==> src/rtl/vga_fb_scanout_if.sv <==
// Framebuffer read bus and VGA DAC outputs of the scanout stage.
// master = scanout engine, slave = framebuffer RAM / DAC side.
interface vga_fb_scanout_if;
  logic [15:0] fb_addr;
  logic        fb_rd_en;
  logic [7:0]  fb_rdata;
  logic        clk_vga;
  logic        hsync;
  logic        vsync;
  logic        blank_n;
  logic [7:0]  red;
  logic [7:0]  green;
  logic [7:0]  blue;
  logic        frame_start;

  modport master (
    output fb_addr, fb_rd_en,
    input  fb_rdata,
    output clk_vga, hsync, vsync, blank_n, red, green, blue, frame_start
  );

  modport slave (
    input  fb_addr, fb_rd_en,
    output fb_rdata,
    input  clk_vga, hsync, vsync, blank_n, red, green, blue, frame_start
  );
endinterface

==> src/rtl/vga_fb_scanout.sv <==
// VGA scanout of an RGB332 framebuffer: div-by-2 pixel clock, sync timing,
// synchronous framebuffer fetch and registered RGB888 expansion.
module vga_fb_scanout #(
  parameter int unsigned H_ACTIVE = 640,
  parameter int unsigned H_FP     = 16,
  parameter int unsigned H_SYNC   = 96,
  parameter int unsigned H_BP     = 48,
  parameter int unsigned V_ACTIVE = 480,
  parameter int unsigned V_FP     = 10,
  parameter int unsigned V_SYNC   = 2,
  parameter int unsigned V_BP     = 33,
  parameter int unsigned IMG_W    = 256,
  parameter int unsigned IMG_H    = 256,
  parameter logic [7:0]  BG_COLOR = 8'h00
) (
  input  logic               clk,
  input  logic               reset,
  input  logic               restart,
  vga_fb_scanout_if.master   bus
);

  localparam int unsigned H_TOTAL = H_ACTIVE + H_FP + H_SYNC + H_BP;
  localparam int unsigned V_TOTAL = V_ACTIVE + V_FP + V_SYNC + V_BP;
  localparam int unsigned HC_W    = $clog2(H_TOTAL);
  localparam int unsigned VC_W    = $clog2(V_TOTAL);

  logic            div;
  logic [HC_W-1:0] hc;
  logic [VC_W-1:0] vc;

  logic       active;
  logic       in_img;
  logic       hs_n;
  logic       vs_n;
  logic       hc_last;
  logic       vc_last;
  logic [7:0] pix;

  // Region decode straight from the counters
  always_comb begin
    active  = (hc < HC_W'(H_ACTIVE)) && (vc < VC_W'(V_ACTIVE));
    in_img  = (hc < HC_W'(IMG_W))    && (vc < VC_W'(IMG_H));
    hs_n    = !((hc >= HC_W'(H_ACTIVE + H_FP)) &&
                (hc <  HC_W'(H_ACTIVE + H_FP + H_SYNC)));
    vs_n    = !((vc >= VC_W'(V_ACTIVE + V_FP)) &&
                (vc <  VC_W'(V_ACTIVE + V_FP + V_SYNC)));
    hc_last = (hc == HC_W'(H_TOTAL - 1));
    vc_last = (vc == VC_W'(V_TOTAL - 1));
    pix     = in_img ? bus.fb_rdata : BG_COLOR;
  end

  // Address is held for the whole pixel so the RAM samples it on the non-tick edge
  assign bus.fb_rd_en = in_img & ~reset;
  assign bus.fb_addr  = (in_img & ~reset) ? {8'(vc), 8'(hc)} : 16'h0000;
  assign bus.clk_vga  = div;

  always_ff @(posedge clk or posedge reset) begin
    if (reset) begin
      div             <= 1'b0;
      hc              <= '0;
      vc              <= '0;
      bus.hsync       <= 1'b1;
      bus.vsync       <= 1'b1;
      bus.blank_n     <= 1'b0;
      bus.red         <= 8'h00;
      bus.green       <= 8'h00;
      bus.blue        <= 8'h00;
      bus.frame_start <= 1'b0;
    end else if (restart) begin
      div             <= 1'b0;
      hc              <= '0;
      vc              <= '0;
      bus.hsync       <= 1'b1;
      bus.vsync       <= 1'b1;
      bus.blank_n     <= 1'b0;
      bus.red         <= 8'h00;
      bus.green       <= 8'h00;
      bus.blue        <= 8'h00;
      bus.frame_start <= 1'b0;
    end else begin
      div             <= ~div;
      bus.frame_start <= 1'b0;
      if (div) begin
        if (hc_last) begin
          hc <= '0;
          vc <= vc_last ? '0 : vc + VC_W'(1);
        end else begin
          hc <= hc + HC_W'(1);
        end
        bus.frame_start <= hc_last && vc_last;
        bus.hsync       <= hs_n;
        bus.vsync       <= vs_n;
        bus.blank_n     <= active;
        // Replicate the 3/3/2 fields to span the full 8-bit DAC range
        if (active) begin
          bus.red   <= {pix[7:5], pix[7:5], pix[7:6]};
          bus.green <= {pix[4:2], pix[4:2], pix[4:3]};
          bus.blue  <= {pix[1:0], pix[1:0], pix[1:0], pix[1:0]};
        end else begin
          bus.red   <= 8'h00;
          bus.green <= 8'h00;
          bus.blue  <= 8'h00;
        end
      end
    end
  end

endmodule

==> src/flat_wrapper.sv <==
// flat-port wrapper written by rule: the top's interface ports become plain ports
module vga_fb_scanout_flat 
#(
  parameter int unsigned H_ACTIVE = 640,
  parameter int unsigned H_FP     = 16,
  parameter int unsigned H_SYNC   = 96,
  parameter int unsigned H_BP     = 48,
  parameter int unsigned V_ACTIVE = 480,
  parameter int unsigned V_FP     = 10,
  parameter int unsigned V_SYNC   = 2,
  parameter int unsigned V_BP     = 33,
  parameter int unsigned IMG_W    = 256,
  parameter int unsigned IMG_H    = 256,
  parameter logic [7:0]  BG_COLOR = 8'h00
)
  (clk, reset, restart, bus_fb_addr, bus_fb_rd_en, bus_fb_rdata, bus_clk_vga, bus_hsync, bus_vsync, bus_blank_n, bus_red, bus_green, bus_blue, bus_frame_start);
  vga_fb_scanout_if bus_i ();
  input  logic clk;
  input  logic reset;
  input  logic restart;
  output wire logic [$bits(bus_i.fb_addr)-1:0] bus_fb_addr;
  output wire logic [$bits(bus_i.fb_rd_en)-1:0] bus_fb_rd_en;
  input wire logic [$bits(bus_i.fb_rdata)-1:0] bus_fb_rdata;
  output wire logic [$bits(bus_i.clk_vga)-1:0] bus_clk_vga;
  output wire logic [$bits(bus_i.hsync)-1:0] bus_hsync;
  output wire logic [$bits(bus_i.vsync)-1:0] bus_vsync;
  output wire logic [$bits(bus_i.blank_n)-1:0] bus_blank_n;
  output wire logic [$bits(bus_i.red)-1:0] bus_red;
  output wire logic [$bits(bus_i.green)-1:0] bus_green;
  output wire logic [$bits(bus_i.blue)-1:0] bus_blue;
  output wire logic [$bits(bus_i.frame_start)-1:0] bus_frame_start;
  assign bus_fb_addr = bus_i.fb_addr;
  assign bus_fb_rd_en = bus_i.fb_rd_en;
  assign bus_i.fb_rdata = bus_fb_rdata;
  assign bus_clk_vga = bus_i.clk_vga;
  assign bus_hsync = bus_i.hsync;
  assign bus_vsync = bus_i.vsync;
  assign bus_blank_n = bus_i.blank_n;
  assign bus_red = bus_i.red;
  assign bus_green = bus_i.green;
  assign bus_blue = bus_i.blue;
  assign bus_frame_start = bus_i.frame_start;
  vga_fb_scanout #(.H_ACTIVE(H_ACTIVE), .H_FP(H_FP), .H_SYNC(H_SYNC), .H_BP(H_BP), .V_ACTIVE(V_ACTIVE), .V_FP(V_FP), .V_SYNC(V_SYNC), .V_BP(V_BP), .IMG_W(IMG_W), .IMG_H(IMG_H), .BG_COLOR(BG_COLOR)) u_core (.clk(clk), .reset(reset), .restart(restart), .bus(bus_i));
endmodule
==> config.mk <==
export PLATFORM = sky130hd
export DESIGN_NAME = vga_fb_scanout_flat
export DESIGN_NICKNAME = d
export VERILOG_FILES = /design/src/rtl/vga_fb_scanout_if.sv /design/src/rtl/vga_fb_scanout.sv /design/src/flat_wrapper.sv
export SDC_FILE = /design/constraint.sdc
export NUM_CORES = 1
export LEC_CHECK = 0
export BUFFER_PORTS_ARGS = -buffer_cell sky130_fd_sc_hd__buf_4
export CORE_ASPECT_RATIO = 1.75
export CORE_MARGIN = 1.5
export CORE_UTILIZATION = 56
export CTS_BUF_LIST = sky130_fd_sc_hd__clkbuf_16
export CTS_CLUSTER_SIZE = 28
export DETAILED_ROUTE_END_ITERATION = 10
export GPL_ROUTABILITY_DRIVEN = 0
export HOLD_SLACK_MARGIN = 0.1
export PLACE_DENSITY = 0.91
export SYNTH_ARGS = -nofsm -noshare
export SYNTH_HDL_FRONTEND = slang
export SYNTH_SLANG_ARGS = --single-unit
==> constraint.sdc <==
create_clock -name clk -period 3.1 [get_ports clk]
set_input_delay 0.62 -clock clk [delete_from_list [all_inputs] [get_ports clk]]
set_output_delay 0.62 -clock clk [all_outputs]
set_load 0.03 [all_outputs]
Word-level counts from Yosys, hierarchy flattened
Index checks and enable logic that the tools add are counted.
W data, S select, Z words.
{"block": "classes", "n_mux": 27, "eq_ne": 2, "n_addsub": 2, "order_cmp": 8, "n_reduce_logical": 10, "bitwise": 3}
{"operator": "$mux W8", "n": 10}
{"operator": "$mux W10", "n": 7}
{"operator": "$lt A10 B9 Y1 const B", "n": 4}
{"operator": "$add A10 B1 Y10 const B", "n": 2}
{"operator": "$eq A10 B10 Y1 const B", "n": 2}
{"operator": "$lt A10 B10 Y1 const B", "n": 2}
{"operator": "$mux W16", "n": 1}
{"operator": "$ge A10 B10 Y1 const B", "n": 1}
{"operator": "$ge A10 B9 Y1 const B", "n": 1}
{"operator": "$mux W1", "n": 9}
{"operator": "$logic_and A1 B1 Y1", "n": 5}
{"operator": "$reduce_bool A2 Y1", "n": 2}
{"operator": "$logic_not A1 Y1", "n": 2}
{"operator": "$not A1 Y1", "n": 2}
{"operator": "$reduce_and A2 Y1", "n": 1}
{"operator": "$and A1 B1 Y1", "n": 1}
{"block": "word_totals", "out_inout_bits": 46, "regBits": 49, "inputBits": 11}

Longest topological paths before layout
{"block": "depth", "word_depth": 6, "mapped_depth": 7}

Least setup slack after synthesis
OpenSTA, ideal clock, no wires.
{"block": "synth_path", "path_type": "register -> output", "startpoint": "register u_core.hc[9]", "endpoint": "output port bus_fb_addr[0]", "arrival_time_ns": 1.728, "path_slack_ns": 0.752, "stages_incl_launch_ff": 4, "t_required_ns": 2.480, "path_cell_list": "dfrtp_1 or4_1 buf_2 nor3_1"}
{"block": "synth_via", "elab_chain_len": 4}
{"element": "from (decl)", "line": "vga_fb_scanout.sv:28", "source": "logic [HC_W-1:0] hc;"}
{"element": "from (signal assigned)", "line": "vga_fb_scanout.sv:88", "source": "hc <= hc + HC_W'(1);"}
{"element": "$lt A10 B9 Y1", "line": "vga_fb_scanout.sv:42", "source": "in_img = (hc < HC_W'(IMG_W)) && (vc < VC_W'(IMG_H));"}
{"element": "$logic_and A1 B1 Y1", "line": "vga_fb_scanout.sv:42"}
{"element": "$and A1 B1 Y1", "line": "vga_fb_scanout.sv:54", "source": "assign bus.fb_addr = (in_img & ~reset) ? {8'(vc), 8'(hc)} : 16'h0000;"}
{"element": "$mux W16", "line": "vga_fb_scanout.sv:54"}
{"element": "to (decl)", "line": "flat_wrapper.sv:21", "source": "output wire logic [$bits(bus_i.fb_addr)-1:0] bus_fb_addr;"}
Every way passes these cells.

Worst setup path in the final report
{"block": "layout_path", "startpoint": "register u_core.hc[9]", "endpoint": "output port bus_fb_addr[15]"}
Same word-level chain as after synthesis.

==> impl_metrics.py <==
metrics = {
    "synthesis": {
        "ys_ff_latch": 33,
        "synthAdderAreaFrac_pct": 2.51,
        "synth_area_leaders": "dfrtp_1, buf_4, a22o_1",
        "syn_area_per_cell_um2": 9.55,
        "ys_types": 54,
        "synth_edf_count": 0,
        "seq_area_frac_synth_pct": 41.5,
        "synth.largest_area_cell": "dfrtp_1",
        "synthMuxAreaShare_pct": 1.07,
        "synth_compound_area_share_pct": 15.5,
        "synth_warnings": 0,
        "synth_top_family_by_area": "simple AND/OR/NAND/NOR gates",
        "yosysMostFrequentCell": "dfrtp_1",
        "synth_nets": 224,
        "synth_flop_cell": "dfrtp_1",
        "synth_top_area_share_pct": 38.8,
        "ys_top_cells_by_count": "dfrtp_1, buf_4, nor2_1",
        "async_flop_share_pct": 100,
        "synth_xor_area_share_pct": 2.63,
        "yosys.area_share.simple_pct": 26.6,
        "synthCells": 209,
        "netlist_area_um2": 2000,
    },
    "sta": {
        "slew_viol_final": 0,
        "finalSetupTns_ns": 0,
        "period_share_pct": 91.5,
        "maxSlewHeadroom_pct": 60.4,
        "fmax_mhz": 353,
        "whs_ns": 0.442,
        "worstMarginPinSlew_ns": 0.593,
        "finalSetupViolations": 0,
        "skew_ns": 0.00618,
        "finalCriticalPeriod_ns": 2.84,
        "finalHoldViolCount": 0,
        "rsz0062_at_grt": "false",
    },
    "floorplanning": {
        "core_area_um2": 3400,
        "die_area_um2": 3950,
        "rows": 28,
        "io_pins": 57,
        "fp.dieW_um": 48.1,
        "start_util_pct": 58.8,
        "fp.dieH_um": 82.0,
    },
    "worst_hold_path": {
        "hold_path.class": "in -> async",
    },
    "pwr": {
        "p_sw_mw": 0.322,
        "power_density_nw_per_um2": 460,
        "irDropWorstVdd_uv": 438,
        "pwr-share-clk_pct": 42.1,
        "internal-power_mw": 0.807,
        "p_comb_share_pct": 16.3,
        "leakage_nw": 1.15,
        "seqPwrFrac_pct": 41.5,
        "power.share.switching_pct": 28.5,
    },
    "critical_path": {
        "crit_path_end_kind": "output port",
        "path_max_fanout": 13,
        "crit_type": "reg -> out",
        "reg2regPathDepth": 6,
        "path_buf_inv": 1,
        "startpoint": "u_core.hc[9]$_DFFE_PP0N_",
        "worst-path-stages": 4,
        "crit_family": "simple AND/OR/NAND/NOR gates",
        "r2r_end": "u_core.vc[3]$_DFFE_PP0P_",
        "r2r_slack_ns": 1.13,
        "cp_slowest_cell": "or4_1",
        "max_stage_delay_ns": 0.69,
        "worst_ep_arrival_time_ns": 2.22,
        "cp-start-kind": "flip-flop",
        "crit_end": "bus_fb_addr[15]",
        "r2r-start": "u_core.vc[0]$_DFFE_PP0P_",
        "worstPathRequired_ns": 2.48,
        "path_cells": "or4_1 > nor2_2 > and2_1 > buf_4",
    },
    "cells_and_area": {
        "drive_above_1_share_pct": 34.5,
        "layout.nets": 263,
        "nFillCells": 250,
        "area_growth_pct": 22.9,
        "num_antenna_cells": 0,
        "regArea_um2": 828,
        "multiInputGateArea_um2": 965,
    },
    "routing": {
        "drtPass1Iterations": 4,
        "route.detailed.drc": 0,
        "via_per_inst": 5.98,
        "wl_per_cell_um": 16.9,
        "drtIter0Drc": 73,
        "ant_nets": 0,
        "wl_mm": 4.97,
        "vias": 1758,
    },
    "clock_tree": {
        "clk_path_buf_depth": 2,
        "root_buffer": "clkbuf_16",
        "numCtsBuffers": 5,
        "path_clk_slew_ns": 0.06,
        "htree_levels": 2,
        "cts_resized": 0,
        "hold_buffers": 0,
        "cts_tree": "built",
        "cts_setup_buffers": 0,
        "clock-sinks": 33,
        "clk_latency_ns": 0.28,
    },
    "global_routing": {
        "antenna_found_initial": 0,
        "overflow": 0,
        "grtUsageTotal_pct": 26.9,
        "grt_max_degree": 19,
        "grt_pass1_wl_mm": 7.42,
        "grt_pass1_vias": 1632,
    },
    "place": {
        "io_buffer_count": 56,
        "dp_hpwl_mm": 3.57,
    },
    "run": {
        "drv_cap": 0,
    },
    "run_status": {
        "status": "completed",
    },
}
-- stage by stage --
stage	total power, mW	utilization (%)	instances	setup WS [ns]	area (um^2)
floorplan	0.613	-	209	0.752	2000
global placement	0.655	68.0	286	0.649	2310
detailed placement	0.660	68.0	286	0.608	2310
CTS	1.13	72.2	294	0.306	2450
global route	1.17	72.2	294	0.197	2450
finish	1.13	72.2	294	0.265	2450
-- logic make-up after synthesis --
kind of cell	count (synthesis)
adders and majority gates	4
AOI/OAI and AO/OA	40
muxes	2
and+or+nand+nor	91
buffers and inverters	33
xor gates and xnor gates	6
DFF	33
-- worst min-delay path by stage --
stage                                        startpoint                             to
after floorplan                u_core.vc[0]$_DFFE_PP0P_       u_core.vc[0]$_DFFE_PP0P_
after global placement    u_core.bus.red[5]$_DFFE_PP0N_  u_core.bus.red[5]$_DFFE_PP0N_
after detailed placement  u_core.bus.red[5]$_DFFE_PP0N_  u_core.bus.red[5]$_DFFE_PP0N_
after CTS                                         reset       u_core.hc[2]$_DFFE_PP0N_
after global routing                              reset  u_core.bus.red[4]$_DFFE_PP0N_
final                                             reset  u_core.bus.red[4]$_DFFE_PP0N_
-- cell type report --
cell class | instances | area share (%)
clock inverters | 3 | 0.714
well taps | 45 | 2.29
repair buffers | 58 | 17.7
multi-input cells | 143 | 39.3
inverters | 7 | 1.07
clock buffers | 5 | 5.10
flip-flops and latches | 33 | 33.8
-- power by group through the flow --
stage                     registers [mW]  logic, mW  clock network [mW]
after floorplan                    0.483      0.129                   0
final                              0.469      0.184               0.475
after global placement             0.475      0.181                   0
after global routing               0.472      0.198               0.495
after CTS                          0.468      0.186               0.476
after detailed placement           0.475      0.185                   0
-- cells in the final DEF (no fill, tap or decap), types with 2 or more instances in the layout --
master      n
nand2b_1    2
o41ai_1     2
a31o_2      2
nand3_1     7
ha_1        4
dfstp_2     2
dfrtp_1    31
nand4_1     4
inv_1       7
o21ai_0     7
clkbuf_16   5
nor3_1     12
and4_2      2
clkinv_2    2
nor4_1      3
xor2_1      5
a21oi_1     7
nor2_1     17
nand2_1    13
a22o_1     11
and2_1     12
or3_1       2
or4_1       2
buf_4      58
-- state kept, by name, indices dropped and copies added, names as in the netlist --
register and count:
u_core.hc 10, u_core.vc 10, u_core.bus.green 3, u_core.bus.red 3, u_core.bus.blue 2, u_core.bus.blank_n 1, u_core.bus.clk_vga 1, u_core.bus.frame_start 1
u_core.bus.hsync 1, u_core.bus.vsync 1
-- routing by layer --
layer  GRT usage (%)  up-vias  part of all wire (%)
met5               0        -                     0
met3            6.37       26                   5.6
met1            26.8      834                    35
li1                -      806                     -
met4            18.4        0                   4.5
met2            45.7       92                    55
Note: power is estimated with default switching activity, not from simulation.
